<file path="config.mk">
export PLATFORM = sky130hd
export DESIGN_NAME = rice_bus_arbiter_flat
export DESIGN_NICKNAME = d
export VERILOG_FILES = /design/src/rtl/rice_bus_arbiter_if.sv /design/src/rtl/rice_bus_arbiter.sv /design/src/flat_wrapper.sv
export SDC_FILE = /design/constraint.sdc
export NUM_CORES = 1
export LEC_CHECK = 0
export ABC_CLOCK_PERIOD_IN_PS = 3500
export CORE_AREA = 5 5 213 215
export DETAILED_ROUTE_END_ITERATION = 8
export DIE_AREA = 0 0 218 220
export SLEW_MARGIN = 20
export SYNTH_ARGS = -nofsm -noshare
export SYNTH_HDL_FRONTEND = slang
export SYNTH_SLANG_ARGS = --single-unit
</file>
<file path="constraint.sdc">
create_clock -name i_clk -period 3.5 [get_ports i_clk]
set_input_delay 0.7 -clock i_clk [delete_from_list [all_inputs] [get_ports i_clk]]
set_output_delay 0.7 -clock i_clk [all_outputs]
set_load 0.02 [all_outputs]
</file>
<file path="src/rtl/rice_bus_arbiter_if.sv">
// ============================================================================
// Module   : rice_bus_arbiter_if
// Brief    : Two-master / one-slave rice core bus bundle. The slave modport is
//            the arbiter's view, the master modport is the environment's view.
// Revision : 1.0
// ============================================================================
`default_nettype none

interface rice_bus_arbiter_if #(
  parameter int ADDRESS_WIDTH = 64,
  parameter int DATA_WIDTH    = 64,
  parameter int STROBE_WIDTH  = DATA_WIDTH / 8
);
  logic [1:0]                    i_mst_request_valid;
  logic [1:0]                    o_mst_request_ready;
  logic [1:0][ADDRESS_WIDTH-1:0] i_mst_address;
  logic [1:0][STROBE_WIDTH-1:0]  i_mst_strobe;
  logic [1:0][DATA_WIDTH-1:0]    i_mst_write_data;
  logic [1:0]                    i_mst_response_ready;
  logic [1:0]                    o_mst_response_valid;
  logic [DATA_WIDTH-1:0]         o_mst_read_data;
  logic                          o_mst_error;

  logic                          o_slv_request_valid;
  logic [ADDRESS_WIDTH-1:0]      o_slv_address;
  logic [STROBE_WIDTH-1:0]       o_slv_strobe;
  logic [DATA_WIDTH-1:0]         o_slv_write_data;
  logic                          i_slv_request_ready;
  logic                          i_slv_response_valid;
  logic [DATA_WIDTH-1:0]         i_slv_read_data;
  logic                          i_slv_error;
  logic                          o_slv_response_ready;

  modport slave (
    input  i_mst_request_valid, i_mst_address, i_mst_strobe, i_mst_write_data,
    input  i_mst_response_ready,
    output o_mst_request_ready, o_mst_response_valid, o_mst_read_data, o_mst_error,
    output o_slv_request_valid, o_slv_address, o_slv_strobe, o_slv_write_data,
    input  i_slv_request_ready, i_slv_response_valid, i_slv_read_data, i_slv_error,
    output o_slv_response_ready
  );

  modport master (
    output i_mst_request_valid, i_mst_address, i_mst_strobe, i_mst_write_data,
    output i_mst_response_ready,
    input  o_mst_request_ready, o_mst_response_valid, o_mst_read_data, o_mst_error,
    input  o_slv_request_valid, o_slv_address, o_slv_strobe, o_slv_write_data,
    output i_slv_request_ready, i_slv_response_valid, i_slv_read_data, i_slv_error,
    input  o_slv_response_ready
  );
endinterface

`default_nettype wire

</file>
<file path="src/rtl/rice_bus_arbiter.sv">
// ============================================================================
// Module   : rice_bus_arbiter
// Brief    : Round-robin 2:1 request arbiter with stall lock; in-order responses
//            routed back through a FIFO of master IDs.
// Revision : 1.0
// ============================================================================
`default_nettype none

module rice_bus_arbiter #(
  parameter int ADDRESS_WIDTH   = 64,
  parameter int DATA_WIDTH      = 64,
  parameter int STROBE_WIDTH    = DATA_WIDTH / 8,
  parameter int MAX_OUTSTANDING = 2
) (
  input  logic               i_clk,
  input  logic               i_rst_n,
  rice_bus_arbiter_if.slave  bus_if
);

  localparam int PTR_W = (MAX_OUTSTANDING > 1) ? $clog2(MAX_OUTSTANDING) : 1;
  localparam int CNT_W = $clog2(MAX_OUTSTANDING + 1);
  localparam logic [CNT_W-1:0] C_FULL_COUNT = CNT_W'(MAX_OUTSTANDING);
  localparam logic [PTR_W-1:0] C_LAST_PTR   = PTR_W'(MAX_OUTSTANDING - 1);

  logic                       r_prio_q,     r_prio_d;
  logic                       r_lock_q,     r_lock_d;
  logic                       r_lock_idx_q, r_lock_idx_d;
  logic [CNT_W-1:0]           r_count_q,    r_count_d;
  logic [PTR_W-1:0]           r_wr_ptr_q,   r_wr_ptr_d;
  logic [PTR_W-1:0]           r_rd_ptr_q,   r_rd_ptr_d;
  logic [MAX_OUTSTANDING-1:0] r_fifo_q;

  logic                       w_grant_vld;
  logic                       w_grant_idx;
  logic                       w_full;
  logic                       w_empty;
  logic                       w_req_valid;
  logic                       w_req_ready;
  logic                       w_accept;
  logic                       w_stall;
  logic                       w_head;
  logic                       w_rsp_ready;
  logic                       w_pop;
  logic [ADDRESS_WIDTH-1:0]   w_slv_address;
  logic [STROBE_WIDTH-1:0]    w_slv_strobe;
  logic [DATA_WIDTH-1:0]      w_slv_write_data;

  function automatic logic [PTR_W-1:0] ptr_inc(input logic [PTR_W-1:0] ptr);
    return (ptr == C_LAST_PTR) ? '0 : ptr + 1'b1;
  endfunction

  always_comb begin
    w_grant_vld = 1'b0;
    w_grant_idx = 1'b0;
    if (r_lock_q) begin
      w_grant_vld = 1'b1;
      w_grant_idx = r_lock_idx_q;
    end else begin
      case (bus_if.i_mst_request_valid)
        2'b01:   begin w_grant_vld = 1'b1; w_grant_idx = 1'b0;     end
        2'b10:   begin w_grant_vld = 1'b1; w_grant_idx = 1'b1;     end
        2'b11:   begin w_grant_vld = 1'b1; w_grant_idx = r_prio_q; end
        default: begin w_grant_vld = 1'b0; w_grant_idx = 1'b0;     end
      endcase
    end
  end

  assign w_full  = (r_count_q == C_FULL_COUNT);
  assign w_empty = (r_count_q == '0);

  // Handshake outputs are gated by reset so they read 0 while it is held,
  // even with masters still asserting valid.
  assign w_req_valid = i_rst_n & w_grant_vld & bus_if.i_mst_request_valid[w_grant_idx] & ~w_full;
  assign w_req_ready = i_rst_n & w_grant_vld & bus_if.i_slv_request_ready & ~w_full;
  assign w_accept    = w_req_valid & bus_if.i_slv_request_ready;
  assign w_stall     = w_req_valid & ~bus_if.i_slv_request_ready;

  assign w_slv_address    = bus_if.i_mst_address[w_grant_idx];
  assign w_slv_strobe     = bus_if.i_mst_strobe[w_grant_idx];
  assign w_slv_write_data = bus_if.i_mst_write_data[w_grant_idx];

  assign bus_if.o_slv_request_valid = w_req_valid;
  assign bus_if.o_slv_address       = w_slv_address;
  assign bus_if.o_slv_strobe        = w_slv_strobe;
  assign bus_if.o_slv_write_data    = w_slv_write_data;
  assign bus_if.o_mst_request_ready = w_req_ready ? (w_grant_idx ? 2'b10 : 2'b01) : 2'b00;

  assign w_head      = r_fifo_q[r_rd_ptr_q];
  assign w_rsp_ready = ~w_empty & bus_if.i_mst_response_ready[w_head];
  assign w_pop       = bus_if.i_slv_response_valid & w_rsp_ready;

  assign bus_if.o_slv_response_ready = w_rsp_ready;
  assign bus_if.o_mst_response_valid = (~w_empty & bus_if.i_slv_response_valid)
                                       ? (w_head ? 2'b10 : 2'b01) : 2'b00;
  assign bus_if.o_mst_read_data      = bus_if.i_slv_read_data;
  assign bus_if.o_mst_error          = bus_if.i_slv_error;

  always_comb begin
    r_prio_d     = r_prio_q;
    r_lock_d     = r_lock_q;
    r_lock_idx_d = r_lock_idx_q;
    r_count_d    = r_count_q;
    r_wr_ptr_d   = r_wr_ptr_q;
    r_rd_ptr_d   = r_rd_ptr_q;

    if (w_accept) begin
      r_prio_d   = ~w_grant_idx;
      r_lock_d   = 1'b0;
      r_wr_ptr_d = ptr_inc(r_wr_ptr_q);
    end else if (w_stall) begin
      r_lock_d     = 1'b1;
      r_lock_idx_d = w_grant_idx;
    end

    if (w_pop) begin
      r_rd_ptr_d = ptr_inc(r_rd_ptr_q);
    end

    case ({w_accept, w_pop})
      2'b10:   r_count_d = r_count_q + 1'b1;
      2'b01:   r_count_d = r_count_q - 1'b1;
      default: r_count_d = r_count_q;
    endcase
  end

  always_ff @(posedge i_clk or negedge i_rst_n) begin
    if (!i_rst_n) begin
      r_prio_q     <= 1'b0;
      r_lock_q     <= 1'b0;
      r_lock_idx_q <= 1'b0;
      r_count_q    <= '0;
      r_wr_ptr_q   <= '0;
      r_rd_ptr_q   <= '0;
    end else begin
      r_prio_q     <= r_prio_d;
      r_lock_q     <= r_lock_d;
      r_lock_idx_q <= r_lock_idx_d;
      r_count_q    <= r_count_d;
      r_wr_ptr_q   <= r_wr_ptr_d;
      r_rd_ptr_q   <= r_rd_ptr_d;
    end
  end

  // ID storage needs no reset: entries are only read while count is non-zero.
  always_ff @(posedge i_clk) begin
    if (w_accept) begin
      r_fifo_q[r_wr_ptr_q] <= w_grant_idx;
    end
  end

endmodule

`default_nettype wire

</file>
<file path="src/flat_wrapper.sv">
// flat-port wrapper written by rule: the top's interface ports become plain ports
module rice_bus_arbiter_flat 
#(
  parameter int ADDRESS_WIDTH   = 64,
  parameter int DATA_WIDTH      = 64,
  parameter int STROBE_WIDTH    = DATA_WIDTH / 8,
  parameter int MAX_OUTSTANDING = 2
)
  (i_clk, i_rst_n, bus_if_i_mst_request_valid, bus_if_i_mst_address, bus_if_i_mst_strobe, bus_if_i_mst_write_data, bus_if_i_mst_response_ready, bus_if_o_mst_request_ready, bus_if_o_mst_response_valid, bus_if_o_mst_read_data, bus_if_o_mst_error, bus_if_o_slv_request_valid, bus_if_o_slv_address, bus_if_o_slv_strobe, bus_if_o_slv_write_data, bus_if_i_slv_request_ready, bus_if_i_slv_response_valid, bus_if_i_slv_read_data, bus_if_i_slv_error, bus_if_o_slv_response_ready);
  rice_bus_arbiter_if #(.ADDRESS_WIDTH(ADDRESS_WIDTH), .DATA_WIDTH(DATA_WIDTH), .STROBE_WIDTH(STROBE_WIDTH)) bus_if_i ();
  input  logic i_clk;
  input  logic i_rst_n;
  input wire logic [$bits(bus_if_i.i_mst_request_valid)-1:0] bus_if_i_mst_request_valid;
  input wire logic [$bits(bus_if_i.i_mst_address)-1:0] bus_if_i_mst_address;
  input wire logic [$bits(bus_if_i.i_mst_strobe)-1:0] bus_if_i_mst_strobe;
  input wire logic [$bits(bus_if_i.i_mst_write_data)-1:0] bus_if_i_mst_write_data;
  input wire logic [$bits(bus_if_i.i_mst_response_ready)-1:0] bus_if_i_mst_response_ready;
  output wire logic [$bits(bus_if_i.o_mst_request_ready)-1:0] bus_if_o_mst_request_ready;
  output wire logic [$bits(bus_if_i.o_mst_response_valid)-1:0] bus_if_o_mst_response_valid;
  output wire logic [$bits(bus_if_i.o_mst_read_data)-1:0] bus_if_o_mst_read_data;
  output wire logic [$bits(bus_if_i.o_mst_error)-1:0] bus_if_o_mst_error;
  output wire logic [$bits(bus_if_i.o_slv_request_valid)-1:0] bus_if_o_slv_request_valid;
  output wire logic [$bits(bus_if_i.o_slv_address)-1:0] bus_if_o_slv_address;
  output wire logic [$bits(bus_if_i.o_slv_strobe)-1:0] bus_if_o_slv_strobe;
  output wire logic [$bits(bus_if_i.o_slv_write_data)-1:0] bus_if_o_slv_write_data;
  input wire logic [$bits(bus_if_i.i_slv_request_ready)-1:0] bus_if_i_slv_request_ready;
  input wire logic [$bits(bus_if_i.i_slv_response_valid)-1:0] bus_if_i_slv_response_valid;
  input wire logic [$bits(bus_if_i.i_slv_read_data)-1:0] bus_if_i_slv_read_data;
  input wire logic [$bits(bus_if_i.i_slv_error)-1:0] bus_if_i_slv_error;
  output wire logic [$bits(bus_if_i.o_slv_response_ready)-1:0] bus_if_o_slv_response_ready;
  assign bus_if_i.i_mst_request_valid = bus_if_i_mst_request_valid;
  assign bus_if_i.i_mst_address = bus_if_i_mst_address;
  assign bus_if_i.i_mst_strobe = bus_if_i_mst_strobe;
  assign bus_if_i.i_mst_write_data = bus_if_i_mst_write_data;
  assign bus_if_i.i_mst_response_ready = bus_if_i_mst_response_ready;
  assign bus_if_o_mst_request_ready = bus_if_i.o_mst_request_ready;
  assign bus_if_o_mst_response_valid = bus_if_i.o_mst_response_valid;
  assign bus_if_o_mst_read_data = bus_if_i.o_mst_read_data;
  assign bus_if_o_mst_error = bus_if_i.o_mst_error;
  assign bus_if_o_slv_request_valid = bus_if_i.o_slv_request_valid;
  assign bus_if_o_slv_address = bus_if_i.o_slv_address;
  assign bus_if_o_slv_strobe = bus_if_i.o_slv_strobe;
  assign bus_if_o_slv_write_data = bus_if_i.o_slv_write_data;
  assign bus_if_i.i_slv_request_ready = bus_if_i_slv_request_ready;
  assign bus_if_i.i_slv_response_valid = bus_if_i_slv_response_valid;
  assign bus_if_i.i_slv_read_data = bus_if_i_slv_read_data;
  assign bus_if_i.i_slv_error = bus_if_i_slv_error;
  assign bus_if_o_slv_response_ready = bus_if_i.o_slv_response_ready;
  rice_bus_arbiter #(.ADDRESS_WIDTH(ADDRESS_WIDTH), .DATA_WIDTH(DATA_WIDTH), .STROBE_WIDTH(STROBE_WIDTH), .MAX_OUTSTANDING(MAX_OUTSTANDING)) u_core (.i_clk(i_clk), .i_rst_n(i_rst_n), .bus_if(bus_if_i));
endmodule
</file>
; ---- Word-level counts from Yosys, hierarchy flattened
; Index checks and enable logic that the tools add are counted.
[totals]
register_bits = 9
latch_bits = 0
mem_bits_rw = 0
romBits = 0
memories = 0
[op_classes]
add_sub_neg = 4
mul = 0
div = 0
n_lt_le_gt_ge = 5
eq_ne = 6
shift = 0
mux = 28
n_bitwise = 15
reduce_logical = 6
[ops]
columns = operator, count
row1 = 2-to-1 mux 64 bit, 4
row2 = 2-to-1 mux 8 bit, 2
row3 = 2-to-1 mux 1 bit, 14
row4 = AND 1 bit, 10
row5 = == test 2 bit (second input constant), 4
row6 = less-than comparator 1 x 2 -> 1 bit (second input constant), 4
row7 = 2-to-1 mux 2 bit, 4
row8 = inverter 1 bit, 5
row9 = == test 2 x 1 -> 1 bit (second input constant), 2
row10 = one-hot mux 2 bit (2 select lines), 1
row11 = nonzero test 2 bit, 2
row12 = OR reduction 3 bit, 1
row13 = adder 1 bit (second input constant), 2
row14 = adder 2 x 1 -> 2 bit (second input constant), 1
row15 = bitwise mux 2 bit, 1
row16 = zero test 2 bit, 1
row17 = one-hot mux 1 bit (2 select lines), 1
row18 = AND reduction 2 bit, 1
row19 = subtractor 2 x 1 -> 2 bit (second input constant), 1
row20 = demux 1 bit (select 1 bit), 1
row21 = >= comparator 1 bit (second input constant), 1
row22 = logical AND 1 bit, 1

; ---- Longest topological paths before layout
[depth]
ltp_word = 10
depth_mapped = 7
mapped_depth_nobuf = 7

; ---- Worst setup path after synthesis
; Ideal clock, no wire load.
[synth_timing]
kind = input port to output port
from = in bus_if_i_mst_request_valid[1]
to = out bus_if_o_slv_address[0]
t_arrival_ps = 1731
required_ps = 2800
setup_slack_ps = 1069
stages = 6
n_path_buf = 3
path_cell_list = nor2b_1 > a21o_1 > buf_6 > buf_6 > buf_6 > mux2_4
[synth_via]
elab_chain_len = 5
elab_cells_between_ends = 6
classes_between = eq/ne (2) / mux (4)
[synth_lines]
columns = item, line_no
row1 = from (decl), flat_wrapper.sv:13  ; input wire logic [$bits(bus_if_i.i_mst_request_valid)-1:0] bus_if_i_mst_request_valid;
row2 = == test 2 bit, rice_bus_arbiter.sv:59  ; case (bus_if.i_mst_request_valid)
row3 = one-hot mux 1 bit (2 select lines) *, rice_bus_arbiter.sv:59
row4 = 2-to-1 mux 1 bit *, rice_bus_arbiter.sv:55  ; if (r_lock_q) begin
row5 = 2-to-1 mux 64 bit (implied by the code) * (2 in series), rice_bus_arbiter.sv:78  ; assign w_slv_address = bus_if.i_mst_address[w_grant_idx];
row6 = to (decl), flat_wrapper.sv:23  ; output wire logic [$bits(bus_if_i.o_slv_address)-1:0] bus_if_o_slv_address;
; Mark *: on every way between the ends. The rest lies on a longest branch, timed or not. The select of a mux whose other input is x is not followed.

; ---- Final worst setup path
[layout_timing]
from = in bus_if_i_mst_request_valid[1]
to = out bus_if_o_slv_address[17]
; The elaborated chain is that of the path after synthesis.

==> summary.md <==
| Metric | Value |
|---|---|
| Status | finished, final reports clean |
| Layout cells sized above 1 | between 20 and 30% |
| Total Power | 4.078 mW |
| Initial core utilization | slightly below 7% |
| IO Pins | about 550 |
| RSZ-0062 raised after global routing | no |
| Initial DRC count | 84 |
| First-pass GRT wire length | approximately 25000 um |
| Clock Tree Buf Depth | 2 |
| Number of unique standard cell types used by synthesis | 27 |
| Period utilization | around 100% |
| Post-synthesis sequential area ratio | between 7 and 8% |
| DP HPWL | approximately 17000 um |
| Synth warnings | 0 |
| Worst-margin pin slew | approximately 570 ps |
| Vias in the first global route | 4109 |
| Maximum vdd drop | ~0.19 mV |
| Worst path arrival time | approximately 2700 ps |
| Drt wl/cell | about 15 um |
| Setup violations, final | 0 |
| Syn_nets | 616 |
| Power Density | roughly 540 mW/mm^2 |
| Length in cells of the worst reg-to-reg path | 6 |
| Clock-pin slew of the registers on the worst-case setup and hold paths | ~40 ps |
| Post-Syn Instances | 270 |
| Via density | 2.958 |
| Initial antenna violation count | 1 |
| Overall Global Routing Usage | approximately 6.8% |
| Skew-Pair Late Insertion Delay | ~230 ps |
| CP max FO | 14 |
| DIE AREA | ~0.048 mm^2 |
| Seq cells post-synth | 9 |
| Clock sink count | 9 |
| GPL Wtd Cong | roughly 0.82 |
| Antenna diodes | 0 |
| WS Path Type | primary input to output port |
| Min Tclk post-route | 3407 ps |
| Fmax | ~0.29 GHz |
| Crit path capture type | output port |
| Post-CTS setup repair buffer count | 0 |
| Worst clock skew | between 1 and 1.5 ps |
| Total iterations of the first detailed-routing run | 4 |
| Layout area overhead | 151.7% |
| Final Instance Count excl. Fillers | about 1200 |
| Syn_area_per_cell | around 11 um^2 |
| Num CTS Buffers | 3 |
| Hold Path Class | flop to flop |
| Synth Cell Area | 0.002999 mm^2 |
| CP Data Required Time | roughly 2800 ps |
| Rel. slew slack | 61.37% |
| Startpoint Class | primary input |
| Post-synth ARST share | 77.78% |
| Die Wd | between 200 and 250 um |
| Lkg Pwr | 3.156 nW |
| Slew Limit Fails | 0 |
| EDFF count, synth | 2 |
| Placed insts | 1233 |
| Grt total ovfl | 0 |
| Setup_tns | 0 ps |
| Chip height | roughly 220 um |
| Core box area | around 0.044 mm^2 |
| Filler cells | 4913 |
| # rows | 77 |
| Worst hold stages | 1 |
| DR DRC count | 0 |
| Most common cell after layout, fill and taps aside | clkdlybuf4s50_1 |
| H-Tree Depth | 1 |
| Hold Worst Slack | 491.1 ps |
| IO buf count | between 400 and 500 |
| Pin count of the biggest net entering global routing | 20 |
| Total number of vias | about 3700 |
| Max-cap violations | 0 |
| Nets | 992 |
| Fin. Hold Viols | 0 |
| WL final | 18760 um |
| Clk Tree Root Cell | clkbuf_16 |
| Primary FF master, synth | dfrtp_1 |
| CTS resizes | roughly 110 |
| Final ANT Viol Nets | 0 |
| CTS tree | done |
| Hold-fix buffers at CTS | 0 |
| Most frequent cells in the layout | 296 x clkdlybuf4s50_1, 111 x dlygate4sd2_1, 85 x mux2_4, 51 x mux2_2, 34 x buf_4 |
report_power, final:
| group | total [mW] | switching, mW | leakage [nW] | internal (mW) |
|---|---|---|---|---|
| Combinational | 3.67 | 1.69 | 3.02 | 1.98 |
| Sequential | 0.203 | 0.0452 | 0.101 | 0.157 |
| Clock | 0.201 | 0.0489 | 0.0382 | 0.152 |
path summary, 6_finish.rpt:
kind                       slack, ps                          start                              end
max                               90  bus_if_i_mst_request_valid[1]         bus_if_o_slv_address[17]
min                              490  u_core.r_wr_ptr_q$_DFFE_PN0N_    u_core.r_wr_ptr_q$_DFFE_PN0N_
max reg2reg                     1590    u_core.r_lock_q$_DFFE_PN0P_  u_core.r_count_q[1]$_DFFE_PN0P_
min reg2reg                      490  u_core.r_wr_ptr_q$_DFFE_PN0N_    u_core.r_wr_ptr_q$_DFFE_PN0N_
max in group asynchronous       2600                        i_rst_n    u_core.r_rd_ptr_q$_DFFE_PN0P_
min in group asynchronous        770                        i_rst_n      u_core.r_lock_q$_DFFE_PN0P_
critical path, stage by stage:
cell,delay [ps]
clkdlybuf4s50_1,540
nor2b_2,210
a21o_4,180
buf_6,180
mux2_4,340
clkdlybuf4s50_1,550
cell usage after synthesis, types with 2 or more instances:
library cell / instances / area, um^2
mux2_2: 51 / 574.3
nand2_1: 3 / 11.26
buf_6: 11 / 123.9
xnor2_1: 3 / 26.28
nand2b_1: 2 / 12.51
o21ai_0: 4 / 20.02
dfrtp_1: 7 / 175.2
a21oi_1: 3 / 15.01
mux2_4: 85 / 1276
mux2i_1: 3 / 30.03
inv_1: 2 / 7.510
nor2_1: 10 / 37.54
edfxtp_1: 2 / 60.06
buf_4: 65 / 488.0
xor2_1: 2 / 17.52
buf_2: 5 / 25.02
and3b_1: 2 / 17.52
layer usage:
layer	routed length, um	GRT usage [%]	vias to the layer above
met2	8878	12.03	383
met1	6758	7.249	1621
met5	0	0	-
li1	-	-	1643
met3	2904	3.723	12
met4	222	1.130	0
sequential cells by signal, summed over array words and instances (netlist names):
name,flops
u_core.r_prio_q,1
u_core.r_lock_idx_q,1
u_core.r_count_q,2
u_core.r_fifo_q,2
u_core.r_lock_q,1
u_core.r_wr_ptr_q,1
u_core.r_rd_ptr_q,1
final cells by class:
class	instances	area [um^2]	area share (%)
inverters	2	7.507	0.09945
multi-input cells	178	2130	28.21
clock buffers	4	78.83	1.044
well taps	592	740.7	9.813
flip-flops and latches	9	235.2	3.116
repair buffers	452	4357	57.72
metrics by stage:
step           util [%]  worst slack (ps)  cell area, um^2
6_report          17.33             92.57             7548
5_1_grt           17.33             3.732             7548
4_1_cts           17.29             2.809             7530
3_5_place_dp      17.42            -179.4             7587
3_3_place_gp      17.42            -192.8             7587
2_1_floorplan         -              1069             2999
cells by family (layout without fill, tap and decap cells):
group	count (synthesis)	in the layout	synth area share, %
AO/OA/AOI/OAI	10	10	2.003
XOR/XNOR	5	5	1.460
adder cells (fa/ha/maj)	1	1	0.4171
buffers and inverters	83	458	21.49
flip-flops	9	9	7.843
multiplexers	139	139	62.70
AND/OR/NAND/NOR	23	23	4.089
Power figures use the tool's default switching activity.
